File: src/rtl/dm_arbiter_if.sv
// Bus bundle between the two requesting ports, dm_arbiter and the data memory.
interface dm_arbiter_if #(
    parameter int AW = 8,
    parameter int DW = 32
);
    logic          req0;
    logic          req1;
    logic          we0;
    logic          we1;
    logic [AW-1:0] addr0;
    logic [AW-1:0] addr1;
    logic [DW-1:0] wdata0;
    logic [DW-1:0] wdata1;
    logic          ack0;
    logic          ack1;
    logic [DW-1:0] rdata0;
    logic [DW-1:0] rdata1;
    logic          mem_we;
    logic [AW-1:0] mem_addr;
    logic [DW-1:0] mem_din;
    logic [DW-1:0] mem_dout;
    logic          busy;

    modport slave (
        input  req0, req1, we0, we1, addr0, addr1, wdata0, wdata1, mem_dout,
        output ack0, ack1, rdata0, rdata1, mem_we, mem_addr, mem_din, busy
    );

    modport master (
        output req0, req1, we0, we1, addr0, addr1, wdata0, wdata1, mem_dout,
        input  ack0, ack1, rdata0, rdata1, mem_we, mem_addr, mem_din, busy
    );
endinterface

File: src/rtl/dm_arbiter.sv
// Two-port data-memory arbiter: one memory access per ACCESS cycle, ack pulse on return to IDLE.
// Define DM_ARB_RR_EN for round-robin contention; otherwise port 0 has fixed priority.
module dm_arbiter #(
    parameter int AW = 8,
    parameter int DW = 32
) (
    input  logic         clk,
    input  logic         rst_n,
    dm_arbiter_if.slave  bus
);

    typedef enum logic {IDLE, ACCESS} state_t;

    state_t        state;
    state_t        stateNext;
    logic          owner;
    logic          latchedWe;
    logic [AW-1:0] latchedAddr;
    logic [DW-1:0] latchedWdata;
    logic          ack0Q;
    logic          ack1Q;
    logic [DW-1:0] rdata0Q;
    logic [DW-1:0] rdata1Q;
    logic          elig0;
    logic          elig1;
    logic          grantAny;
    logic          grantPort;
`ifdef DM_ARB_RR_EN
    logic          lastGrant;
`endif

    always_ff @(posedge clk or negedge rst_n) begin
        if (!rst_n) begin
            state <= IDLE;
        end else begin
            state <= stateNext;
        end
    end

    // A port is masked during its own ack cycle so a held request is not served twice.
    always_comb begin
        elig0     = bus.req0 & ~ack0Q;
        elig1     = bus.req1 & ~ack1Q;
`ifdef DM_ARB_RR_EN
        grantAny  = elig0 | elig1;
        grantPort = elig1 & (~elig0 | ~lastGrant);
`else
        // A still-asserted port 0 request blocks port 1 even while port 0 is masked.
        grantAny  = elig0 | (elig1 & ~bus.req0);
        grantPort = ~elig0;
`endif
        stateNext = state;
        case (state)
            IDLE:    if (grantAny) stateNext = ACCESS;
            ACCESS:  stateNext = IDLE;
            default: stateNext = IDLE;
        endcase
    end

    always_ff @(posedge clk or negedge rst_n) begin
        if (!rst_n) begin
            owner        <= 1'b0;
            latchedWe    <= 1'b0;
            latchedAddr  <= '0;
            latchedWdata <= '0;
            ack0Q        <= 1'b0;
            ack1Q        <= 1'b0;
            rdata0Q      <= '0;
            rdata1Q      <= '0;
`ifdef DM_ARB_RR_EN
            lastGrant    <= 1'b1;
`endif
        end else begin
            if (state == IDLE && grantAny) begin
                owner        <= grantPort;
                latchedWe    <= grantPort ? bus.we1    : bus.we0;
                latchedAddr  <= grantPort ? bus.addr1  : bus.addr0;
                latchedWdata <= grantPort ? bus.wdata1 : bus.wdata0;
`ifdef DM_ARB_RR_EN
                lastGrant    <= grantPort;
`endif
            end
            ack0Q <= (state == ACCESS) && !owner;
            ack1Q <= (state == ACCESS) && owner;
            if (state == ACCESS && !latchedWe) begin
                if (owner) begin
                    rdata1Q <= bus.mem_dout;
                end else begin
                    rdata0Q <= bus.mem_dout;
                end
            end
        end
    end

    always_comb begin
        bus.busy     = (state == ACCESS);
        bus.mem_we   = (state == ACCESS) && latchedWe;
        bus.mem_addr = latchedAddr;
        bus.mem_din  = latchedWdata;
        bus.ack0     = ack0Q;
        bus.ack1     = ack1Q;
        bus.rdata0   = rdata0Q;
        bus.rdata1   = rdata1Q;
    end

endmodule

File: src/flat_wrapper.sv
// flat-port wrapper written by rule: the top's interface ports become plain ports
module dm_arbiter_flat 
#(
    parameter int AW = 8,
    parameter int DW = 32
)
  (clk, rst_n, bus_req0, bus_req1, bus_we0, bus_we1, bus_addr0, bus_addr1, bus_wdata0, bus_wdata1, bus_mem_dout, bus_ack0, bus_ack1, bus_rdata0, bus_rdata1, bus_mem_we, bus_mem_addr, bus_mem_din, bus_busy);
  dm_arbiter_if #(.AW(AW), .DW(DW)) bus_i ();
  input  logic clk;
  input  logic rst_n;
  input wire logic [$bits(bus_i.req0)-1:0] bus_req0;
  input wire logic [$bits(bus_i.req1)-1:0] bus_req1;
  input wire logic [$bits(bus_i.we0)-1:0] bus_we0;
  input wire logic [$bits(bus_i.we1)-1:0] bus_we1;
  input wire logic [$bits(bus_i.addr0)-1:0] bus_addr0;
  input wire logic [$bits(bus_i.addr1)-1:0] bus_addr1;
  input wire logic [$bits(bus_i.wdata0)-1:0] bus_wdata0;
  input wire logic [$bits(bus_i.wdata1)-1:0] bus_wdata1;
  input wire logic [$bits(bus_i.mem_dout)-1:0] bus_mem_dout;
  output wire logic [$bits(bus_i.ack0)-1:0] bus_ack0;
  output wire logic [$bits(bus_i.ack1)-1:0] bus_ack1;
  output wire logic [$bits(bus_i.rdata0)-1:0] bus_rdata0;
  output wire logic [$bits(bus_i.rdata1)-1:0] bus_rdata1;
  output wire logic [$bits(bus_i.mem_we)-1:0] bus_mem_we;
  output wire logic [$bits(bus_i.mem_addr)-1:0] bus_mem_addr;
  output wire logic [$bits(bus_i.mem_din)-1:0] bus_mem_din;
  output wire logic [$bits(bus_i.busy)-1:0] bus_busy;
  assign bus_i.req0 = bus_req0;
  assign bus_i.req1 = bus_req1;
  assign bus_i.we0 = bus_we0;
  assign bus_i.we1 = bus_we1;
  assign bus_i.addr0 = bus_addr0;
  assign bus_i.addr1 = bus_addr1;
  assign bus_i.wdata0 = bus_wdata0;
  assign bus_i.wdata1 = bus_wdata1;
  assign bus_i.mem_dout = bus_mem_dout;
  assign bus_ack0 = bus_i.ack0;
  assign bus_ack1 = bus_i.ack1;
  assign bus_rdata0 = bus_i.rdata0;
  assign bus_rdata1 = bus_i.rdata1;
  assign bus_mem_we = bus_i.mem_we;
  assign bus_mem_addr = bus_i.mem_addr;
  assign bus_mem_din = bus_i.mem_din;
  assign bus_busy = bus_i.busy;
  dm_arbiter #(.AW(AW), .DW(DW)) u_core (.clk(clk), .rst_n(rst_n), .bus(bus_i));
endmodule
File: config.mk
export PLATFORM = sky130hd
export DESIGN_NAME = dm_arbiter_flat
export DESIGN_NICKNAME = d
export VERILOG_FILES = /design/src/rtl/dm_arbiter_if.sv /design/src/rtl/dm_arbiter.sv /design/src/flat_wrapper.sv
export SDC_FILE = /design/constraint.sdc
export NUM_CORES = 1
export LEC_CHECK = 0
export CAP_MARGIN = 20
export CORE_ASPECT_RATIO = 1.2
export CORE_MARGIN = 3
export CORE_UTILIZATION = 44
export DETAILED_ROUTE_END_ITERATION = 8
export PLACE_DENSITY = 0.95
export REMOVE_ABC_BUFFERS = 1
export SYNTH_ARGS = -nofsm -noshare
export SYNTH_HDL_FRONTEND = slang
export SYNTH_SLANG_ARGS = --single-unit
File: constraint.sdc
create_clock -name clk -period 3.15 [get_ports clk]
set_input_delay 0.63 -clock clk [delete_from_list [all_inputs] [get_ports clk]]
set_output_delay 0.63 -clock clk [all_outputs]
set_load 0.02 [all_outputs]
==> flow_metrics.py <==
metrics = {
    "floorplan": {
        "die_area_um2": 11700,
        "die_h_um": 118,
        "initial_utilization": 0.455,
        "io_pins": 226,
        "dieWidth_um": 99.1,
        "core_region_area_um2": 10100,
        "row_count": 40,
    },
    "synth": {
        "synth.distinct_cells": 17,
        "synth_area_leaders": "dfrtp_1, mux2_2, mux2_1",
        "async_reset_ff_frac": 1.00,
        "syn_inst": 284,
        "synth_seq_cells": 109,
        "synth_top_area_cell": "dfrtp_1",
        "syn-cell-area_um2": 4570,
        "synth_top_area_frac": 0.596,
        "yosysMostFrequentCell": "mux2_2",
        "synth_edf_count": 0,
        "synth_top_flop_cell": "dfrtp_1",
        "synth.avg_cell_area_um2": 16.1,
        "ys_seq_area_frac": 0.596,
        "synthTopCellsByCount": "mux2_2, dfrtp_1, buf_2",
        "ys.warnings.count": 0,
    },
    "run": {
        "cap_violations": 0,
    },
    "timing": {
        "hold_ws_ns": 0.285,
        "finalCritPeriodShare": 0.704,
        "rsz0062_at_grt": "no",
        "setup_tns_ns": 0,
        "slew_headroom": 0.374,
        "skew_ns": 0.00766,
        "tightest_slew_ns": 0.937,
        "worst_slack_ns": 0.932,
        "finalCriticalPeriod_ns": 2.22,
        "max_freq_mhz": 451,
        "drv_slew": 0,
        "hold_viol_final": 0,
        "setup_viol": 0,
    },
    "grt": {
        "grt_first_pass_wirelength_um": 18200,
        "grt_pass1_vias": 3549,
        "antenna_found_initial": 0,
        "grt_max_degree": 64,
        "grt_remaining_overflow": 0,
        "track_usage": 0.196,
    },
    "place": {
        "gp_congestion": 0.780,
        "place_ws_ns": 0.675,
        "dp_hpwl_um": 8780,
        "port_buffers": 225,
    },
    "cts": {
        "h-tree-depth": 3,
        "cts_buffers": 9,
        "cts_hold_buf": 0,
        "clock_path_buffers": 2,
        "clock_sinks": 109,
        "cts_tree": "built",
        "cts_resized": 0,
        "insertion_delay_ns": 0.33,
        "clockRootBuffer": "clkbuf_16",
        "clk_pin_slew_worst_paths_ns": 0.07,
        "postCtsSetupRepairBufs": 0,
    },
    "routing": {
        "viasPerCell": 5.04,
        "post_drt_wl_per_cell_um": 18.1,
        "drcViolationCount": 0,
        "drt_iter0_drc": 91,
        "antenna_left": 0,
        "vias": 3203,
        "routed_wl_um": 11500,
        "firstDrtPassIters": 4,
    },
    "cells_and_area": {
        "final_nets": 624,
        "drive_gt1_frac": 0.320,
        "n_antenna_cell": 0,
        "layout-area-overhead-vs-synth_pct": 58.0,
    },
    "power_and_ir_drop": {
        "switching_share": 0.349,
        "p_comb_frac": 0.516,
        "peakVddDrop_mv": 0.629,
        "clockPowerShare": 0.147,
        "switchingPower_mw": 2.59,
        "p_leak_nw": 2.93,
        "p_per_area_nw_per_um2": 1030,
        "seqPwrFrac": 0.337,
        "cell_internal_pwr_mw": 4.82,
    },
    "worst_setup_path": {
        "worstSetupPathType": "reg -> out",
        "critical_path.max_stage_delay_ns": 0.61,
        "required_ns": 2.52,
        "worstSetupEndpointType": "output pin",
        "path_cells": "and2_1, clkdlybuf4s50_1",
        "critPathMaxFanout": 7,
        "critPathArrivalTime_ns": 1.59,
        "worstSetupStartpointType": "flip-flop",
        "cpMaxStageDelayCell": "clkdlybuf4s50_1",
    },
    "status": {
        "status": "finished clean",
    },
    "worst_hold_path": {
        "hold_class": "in -> async",
    },
}
kinds of logic (layout without fill, tap and decap cells):
| logic type | after synthesis | in the layout | share of synthesized area |
|---|---|---|---|
| and+or+nand+nor | 9 | 9 | 0.0129 |
| muxes | 146 | 146 | 0.360 |
| buffers and inverters | 17 | 243 | 0.0254 |
| DFF | 109 | 109 | 0.596 |
| AOI/OAI and AO/OA | 3 | 3 | 0.00575 |
critical path: cells and delay by family, from the launching register on:
kind,cells,cell delay (ns)
buffers and inverters,1,0.61
DFF,1,0.48
and+or+nand+nor,1,0.16
state kept, by name, indices dropped and copies added (netlist names):
signal and count:
u_core.bus.rdata1 32, u_core.owner 1, u_core.bus.busy 1, u_core.bus.mem_addr 8
u_core.bus.ack0 1, u_core.latchedWe 1, u_core.bus.mem_din 32, u_core.bus.rdata0 32
u_core.bus.ack1 1
through the flow:
| stage | power [mW] | util | cell area, µm² | std cells |
|---|---|---|---|---|
| floorplan | 4.42 | - | 4460 | 267 |
| global placement | 6.25 | 0.690 | 6940 | 621 |
| detailed placement | 6.41 | 0.690 | 6940 | 621 |
| CTS | 7.52 | 0.718 | 7230 | 636 |
| global route | 7.80 | 0.718 | 7230 | 636 |
| finish | 7.41 | 0.718 | 7230 | 636 |
cells in the final DEF (no fill, tap or decap), types with 2 or more instances in the layout:
cell,netlist,routed
o21ai_0,2,2
clkdlybuf4s50_1,0,224
clkinvlp_4,0,4
and2_1,2,2
buf_12,0,3
clkbuf_16,0,9
mux2_2,140,140
mux2_1,6,6
nand2b_2,0,2
dfrtp_1,109,109
power by group through the flow:
stage,registers (mW),logic [mW],clock network (mW)
floorplan,3.35,1.07,0
global placement,2.47,3.77,0
detailed placement,2.53,3.87,0
CTS,2.51,3.89,1.12
global route,2.59,4.03,1.18
finish,2.50,3.82,1.09
cell type report:
type / count / area, µm²
fillers: 674 / 2830
flip-flops and latches: 109 / 2730
well taps: 126 / 158
multi-input cells: 158 / 1740
clock buffers: 9 / 225
clock inverters: 6 / 65.1
repair buffers: 228 / 2310
metal layers:
metal	track usage	vias up	wire (µm)
met3	0.0777	20	1360
met5	0	-	0
li1	-	1451	-
met1	0.207	1575	4040
met2	0.349	157	5820
met4	0.0683	0	276
path summary, 6_finish.rpt:
kind | depth (start not counted) | slack (ns) | from | endpoint
worst max-delay path | 2 | 0.93 | u_core.bus.busy | bus_mem_we
worst min-delay path | 1 | 0.28 | rst_n | u_core.bus.rdata1[21]
worst max register to register | 3 | 1.15 | u_core.bus.busy | u_core.bus.rdata0[19]
worst min register to register | 1 | 0.50 | u_core.bus.rdata1[14] | u_core.bus.rdata1[14]
max in group asynchronous | 2 | 2.09 | rst_n | u_core.bus.rdata1[14]
min in group clk | 1 | 0.50 | u_core.bus.rdata1[14] | u_core.bus.rdata1[14]
Power figures use the tool's default switching activity.
==> edit 1 (same settings) <==
Add a define of `DM_ARB_RR_EN`.
--- a/src/rtl/dm_arbiter.sv
+++ b/src/rtl/dm_arbiter.sv
@@ -2,2 +2,4 @@
 // Define DM_ARB_RR_EN for round-robin contention; otherwise port 0 has fixed priority.
+`define DM_ARB_RR_EN
+
 module dm_arbiter #(
Behaviour: not the same (Yosys sat finds a counterexample within 4 cycles, from zero or initial values and one cycle with rst_n low).
==> edit 1 against the unedited design <==
Non-clock buffer count is 8 higher. Synthesized area is 23% higher. Routed wire length is 36% higher. Design area is 12% higher. Total power is 20% higher. Sequential cell count is 1 higher. Worst setup slack worse by 0.16 ns. Highest routed layer unchanged. Count of clock-buffer cells in the layout is 1 higher. Via count is 36% higher.
==> edit 1: results (changes against the unedited design) <==
[metrics] status: finished, final reports clean (unchanged)
[metrics] number of DRC violations after detailed-routing iteration 0: 206 (was 91)
[metrics] R2R setup slack: 1.07 ns (was 1.15 ns)
[metrics] DP Area: 7820 µm² (was 6940 µm²)
[metrics] maximum achievable frequency: 420 MHz (was 451 MHz)
[metrics] maximum vdd ir drop: 0.000490 V (was 0.000629 V)
[metrics] Arr. time, crit path: 1.75 ns (was 1.59 ns)
[metrics] met3 wire length: 1710 µm (was 1360 µm)
[metrics] M1 wire length: 6350 µm (was 4040 µm)
[metrics] via total after detailed routing: 4,364 (was 3,203)
[metrics] worst r2r dst: u_core.bus.mem_din[8]$_DFFE_PN0P_ (was u_core.bus.rdata0[19]$_DFFE_PN0P_)
[metrics] fraction of final layout cells sized beyond drive strength 1: 0.215 (was 0.320)
[metrics] Post-Syn Area per Cell: 14.0 µm² (was 16.1 µm²)
[metrics] power density cells: 1090 nW/µm² (was 1030 nW/µm²)
[metrics] sequential element share of the synthesized area: 0.491 (was 0.596)
[metrics] GPL Wtd Cong: 0.806 (was 0.780)
[metrics] number of iterations in the first detailed-routing pass: 5 (was 4)
[metrics] GRT met3 Usage: 0.0608 (was 0.0777)
[metrics] maximum number of pins on one net before global-route repair: 59 (was 64)
[metrics] Relative slew margins: 0.538 (was 0.374)
[metrics] GR Layer Usage met2: 0.359 (was 0.349)
[metrics] Cell Count Post-Placement: 749 (was 621)
[metrics] routed len/inst: 20.5 µm (was 18.1 µm)
[metrics] Total GRT Usage: 0.220 (was 0.196)
[metrics] sum of met2 wire segment lengths after detailed routing: 7450 µm (was 5820 µm)
[metrics] Register-to-Register Path Depth: 4 (was 3)
[metrics] Net count, final: 717 (was 624)
[metrics] half-perimeter wire length of the detailed placement result: 11,300 µm (was 8780 µm)
[metrics] clock skew: 0.0110 ns (was 0.00766 ns)
[metrics] Area contributors post-synth: sky130_fd_sc_hd__dfrtp_1 49%, sky130_fd_sc_hd__a2bb2oi_2 10%, sky130_fd_sc_hd__mux2_4 8.0% (was sky130_fd_sc_hd__dfrtp_1 60%, sky130_fd_sc_hd__mux2_2 34%, sky130_fd_sc_hd__mux2_1 1.5%)
[metrics] Hold Slack: 0.332 ns (was 0.285 ns)
[metrics] wire length of the first global-routing pass: 24,300 µm (was 18,200 µm)
[metrics] met1 routing resource usage after global routing: 0.294 (was 0.207)
[metrics] post-synth cell types: 21 (was 17)
[metrics] worst-case setup slack after placement: 0.710 ns (was 0.675 ns)
-- edit 1: cell families (layout without fill, tap and decap cells) --
family	after synthesis	count (layout)	share of synthesized area
compound gates	126	126	0.214
flops	110	110	0.491
mux	64	64	0.149
simple gates	51	51	0.0786
buf+inv	48	253	0.0674
-- edit 1: where the power goes --
| group | switching [mW] | internal [mW] |
|---|---|---|
| logic | 2.33 | 2.72 |
| clock network | 0.545 | 0.581 |
| registers | 0.547 | 2.15 |
-- edit 1: worst max-delay path, stage by stage (launching register included) --
cell and delay [ns]:
sky130_fd_sc_hd__dfrtp_1 0.60, sky130_fd_sc_hd__and2_1 0.21, sky130_fd_sc_hd__clkdlybuf4s50_1 0.61
-- edit 1: layout make-up --
type / instances / share of cell area
flip-flops and latches: 110 / 0.339
multi-input cells: 241 / 0.305
repair buffers: 236 / 0.292
clock buffers: 10 / 0.0294
well taps: 161 / 0.0248
clock inverters: 6 / 0.00831
inverters: 1 / 0.00200
==> edit 2 (same flow settings) <==
Made on the original files. Reset style: synchronous (`rst_n`), changed in 2 clocked blocks.
--- a/src/rtl/dm_arbiter.sv
+++ b/src/rtl/dm_arbiter.sv
@@ -31,3 +31,3 @@
 
-    always_ff @(posedge clk or negedge rst_n) begin
+    always_ff @(posedge clk) begin
         if (!rst_n) begin
@@ -59,3 +59,3 @@
 
-    always_ff @(posedge clk or negedge rst_n) begin
+    always_ff @(posedge clk) begin
         if (!rst_n) begin
Function: differs if rst_n is asserted again (counterexample within 4 cycles, from zero or initial values and one cycle with rst_n low); with rst_n held inactive, the same outputs for 4 cycles.
==> edit 2 against the unedited design <==
Synthesized cell count grew 100%. Routed wire length grew 30%. Sequential cell count is the same. Design area grew 0.17%. Synthesized area grew 3.8%. Critical path type unchanged. Cell count grew 41%. Count of clock-buffer cells in the layout grew 1. Non-clock buffer count grew 6. Worst setup slack lost 0.13 ns.
Power is not compared: it rests on default switching activity, and its combinational part moved more than twofold at a synthesized area within 25%.
==> edit 2: results (changes against the unedited design) <==
[metrics] status: finished, final reports clean (unchanged)
[metrics] half-perimeter wire length of the detailed placement result: 10,400 µm (was 8780 µm)
[metrics] post-synth cell types: 26 (was 17)
[metrics] number of iterations in the first detailed-routing pass: 4 (unchanged)
[metrics] Leakage Power: 2.55 nW
[metrics] quantity of I/O buffers inserted on ports: 225 (unchanged)
[metrics] via total after detailed routing: 5,015 (was 3,203)
[metrics] Total GRT Usage: 0.237 (was 0.196)
[metrics] wire length of the first global-routing pass: 23,600 µm (was 18,200 µm)
[metrics] sequential element share of the synthesized area: 0.460 (was 0.596)
[metrics] cts bufs inserted: 9 (unchanged)
[metrics] Max stage delay on crit path: approximately 0.60 ns
[metrics] list of most frequent post-synthesis cells: 129 x sky130_fd_sc_hd__nand2_1, 109 x sky130_fd_sc_hd__dfxtp_1, 82 x sky130_fd_sc_hd__nor3_1 (was 140 x sky130_fd_sc_hd__mux2_2, 109 x sky130_fd_sc_hd__dfrtp_1, 8 x sky130_fd_sc_hd__buf_2)
[metrics] antenna violations before repair: 0 (unchanged)
[metrics] vias in the first global route: 4,792 (was 3,549)
[metrics] GPL Wtd Cong: 0.796 (was 0.780)
[metrics] buffer depth of the longest clock path: 2 (unchanged)
[metrics] clock skew: 0.00788 ns (was 0.00766 ns)
[metrics] depth of the CTS H-tree: 3 (unchanged)
[metrics] number of DRC violations after detailed-routing iteration 0: 270 (was 91)
[metrics] fraction of final layout cells sized beyond drive strength 1: 0.0453 (was 0.320)
[metrics] hold crit path type: flop to flop (was input port to async pin)
[metrics] Area contributors post-synth: sky130_fd_sc_hd__dfxtp_1 46%, sky130_fd_sc_hd__nand2_1 10%, sky130_fd_sc_hd__nor3_1 8.6% (was sky130_fd_sc_hd__dfrtp_1 60%, sky130_fd_sc_hd__mux2_2 34%, sky130_fd_sc_hd__mux2_1 1.5%)
[metrics] transition at the pin with the smallest max-transition slack: 0.893 ns (was 0.937 ns)
[metrics] Arr. time, crit path: 1.72 ns (was 1.59 ns)
[metrics] maximum number of pins on one net before global-route repair: 70 (was 64)
[metrics] maximum fanout count along the critical path: 25 (was 7)
[metrics] share of synthesized registers carrying an async set or reset: 0 (was 1.00)
[metrics] overall routed net length: 15,000 µm (was 11,500 µm)
[metrics] Diodes inserted: 0 (unchanged)
[metrics] Net count, final: 885 (was 624)
[metrics] Skew-Pair Late Insertion Delay: approximately 0.34 ns
[metrics] hold-critical path depth: 2
[metrics] filler cell count: 707 (was 674)
-- edit 2: changes by cell type in the layout (fill, tap and decap cells not counted), sizes merged, moves of 2 or more --
cell | unedited run | this run
a21boi | 0 | 65
buf | 4 | 10
clkinvlp | 4 | 0
dfrtp | 109 | 0
dfxtp | 0 | 109
inv | 0 | 3
mux2 | 146 | 0
nand2 | 0 | 129
nor2b | 1 | 42
nor3 | 0 | 82
nor3b | 1 | 3
nor4 | 0 | 41
o21ai | 2 | 42
-- edit 2: final timing paths --
| kind | endpoint | from | slack (ns) |
|---|---|---|---|
| worst max register to register | u_core.bus.mem_addr[7]$_SDFFE_PN0P_ | u_core.bus.busy$_SDFF_PP0_ | 1.41 |
| worst max-delay path | bus_mem_we | u_core.bus.busy$_SDFF_PP0_ | 0.80 |
| worst min register to register | u_core.bus.rdata0[1]$_SDFFE_PN0P_ | u_core.bus.rdata0[1]$_SDFFE_PN0P_ | 0.46 |
| worst min-delay path | u_core.bus.rdata0[1]$_SDFFE_PN0P_ | u_core.bus.rdata0[1]$_SDFFE_PN0P_ | 0.46 |
-- edit 2: through the flow --
stage	setup slack, ns	instances	area, µm²	utilization
after global routing	0.717	898	7240	0.706
after global placement	0.803	881	6910	0.673
after CTS	0.786	897	7210	0.703
final	0.804	898	7240	0.706
after floorplan	0.0348	522	4420	-
after detailed placement	0.765	881	6910	0.673
-- edit 2: power groups by stage --
stage / combinational (mW) / sequential (mW) / clock (mW)
CTS: 0.748 / 1.53 / 1.17
global route: 0.803 / 1.55 / 1.23
global placement: 0.723 / 1.56 / 0
detailed placement: 0.743 / 1.56 / 0
finish: 0.752 / 1.53 / 1.15
floorplan: 0.220 / 1.66 / 0
-- edit 2: layout make-up --
cell class	instances	area, µm²	share of cell area
repair buffers	234	2350	0.324
clock inverters	6	76.3	0.0105
clock buffers	10	229	0.0316
multi-input cells	413	2250	0.310
well taps	126	158	0.0218
flip-flops and latches	109	2180	0.302
-- edit 2: cell families (layout without fill, tap and decap cells) --
logic type / count (synthesis) / in the layout / share of synthesized area
AO/OA/AOI/OAI: 107 / 107 / 0.150
buffers and inverters: 54 / 250 / 0.0688
flip-flops: 109 / 109 / 0.460
AND/OR/NAND/NOR: 306 / 306 / 0.321
-- edit 2: worst reg2reg max path, stage by stage, from the launching register on --
cell	delay [ns]
sky130_fd_sc_hd__dfxtp_2	0.44
sky130_fd_sc_hd__or4b_4	0.84
sky130_fd_sc_hd__o21ai_0	0.29
sky130_fd_sc_hd__nor4_1	0.06
-- edit 2: routing by layer --
layer  share of wire  up-vias  track usage  wire length [µm]
li1                -     2363            -                 -
met1            0.39     2320        0.295              5880
met2            0.48      299        0.399              7120
met3            0.11       33       0.0581              1600
met4           0.025        0       0.0725               369
met5               0        -            0                 0
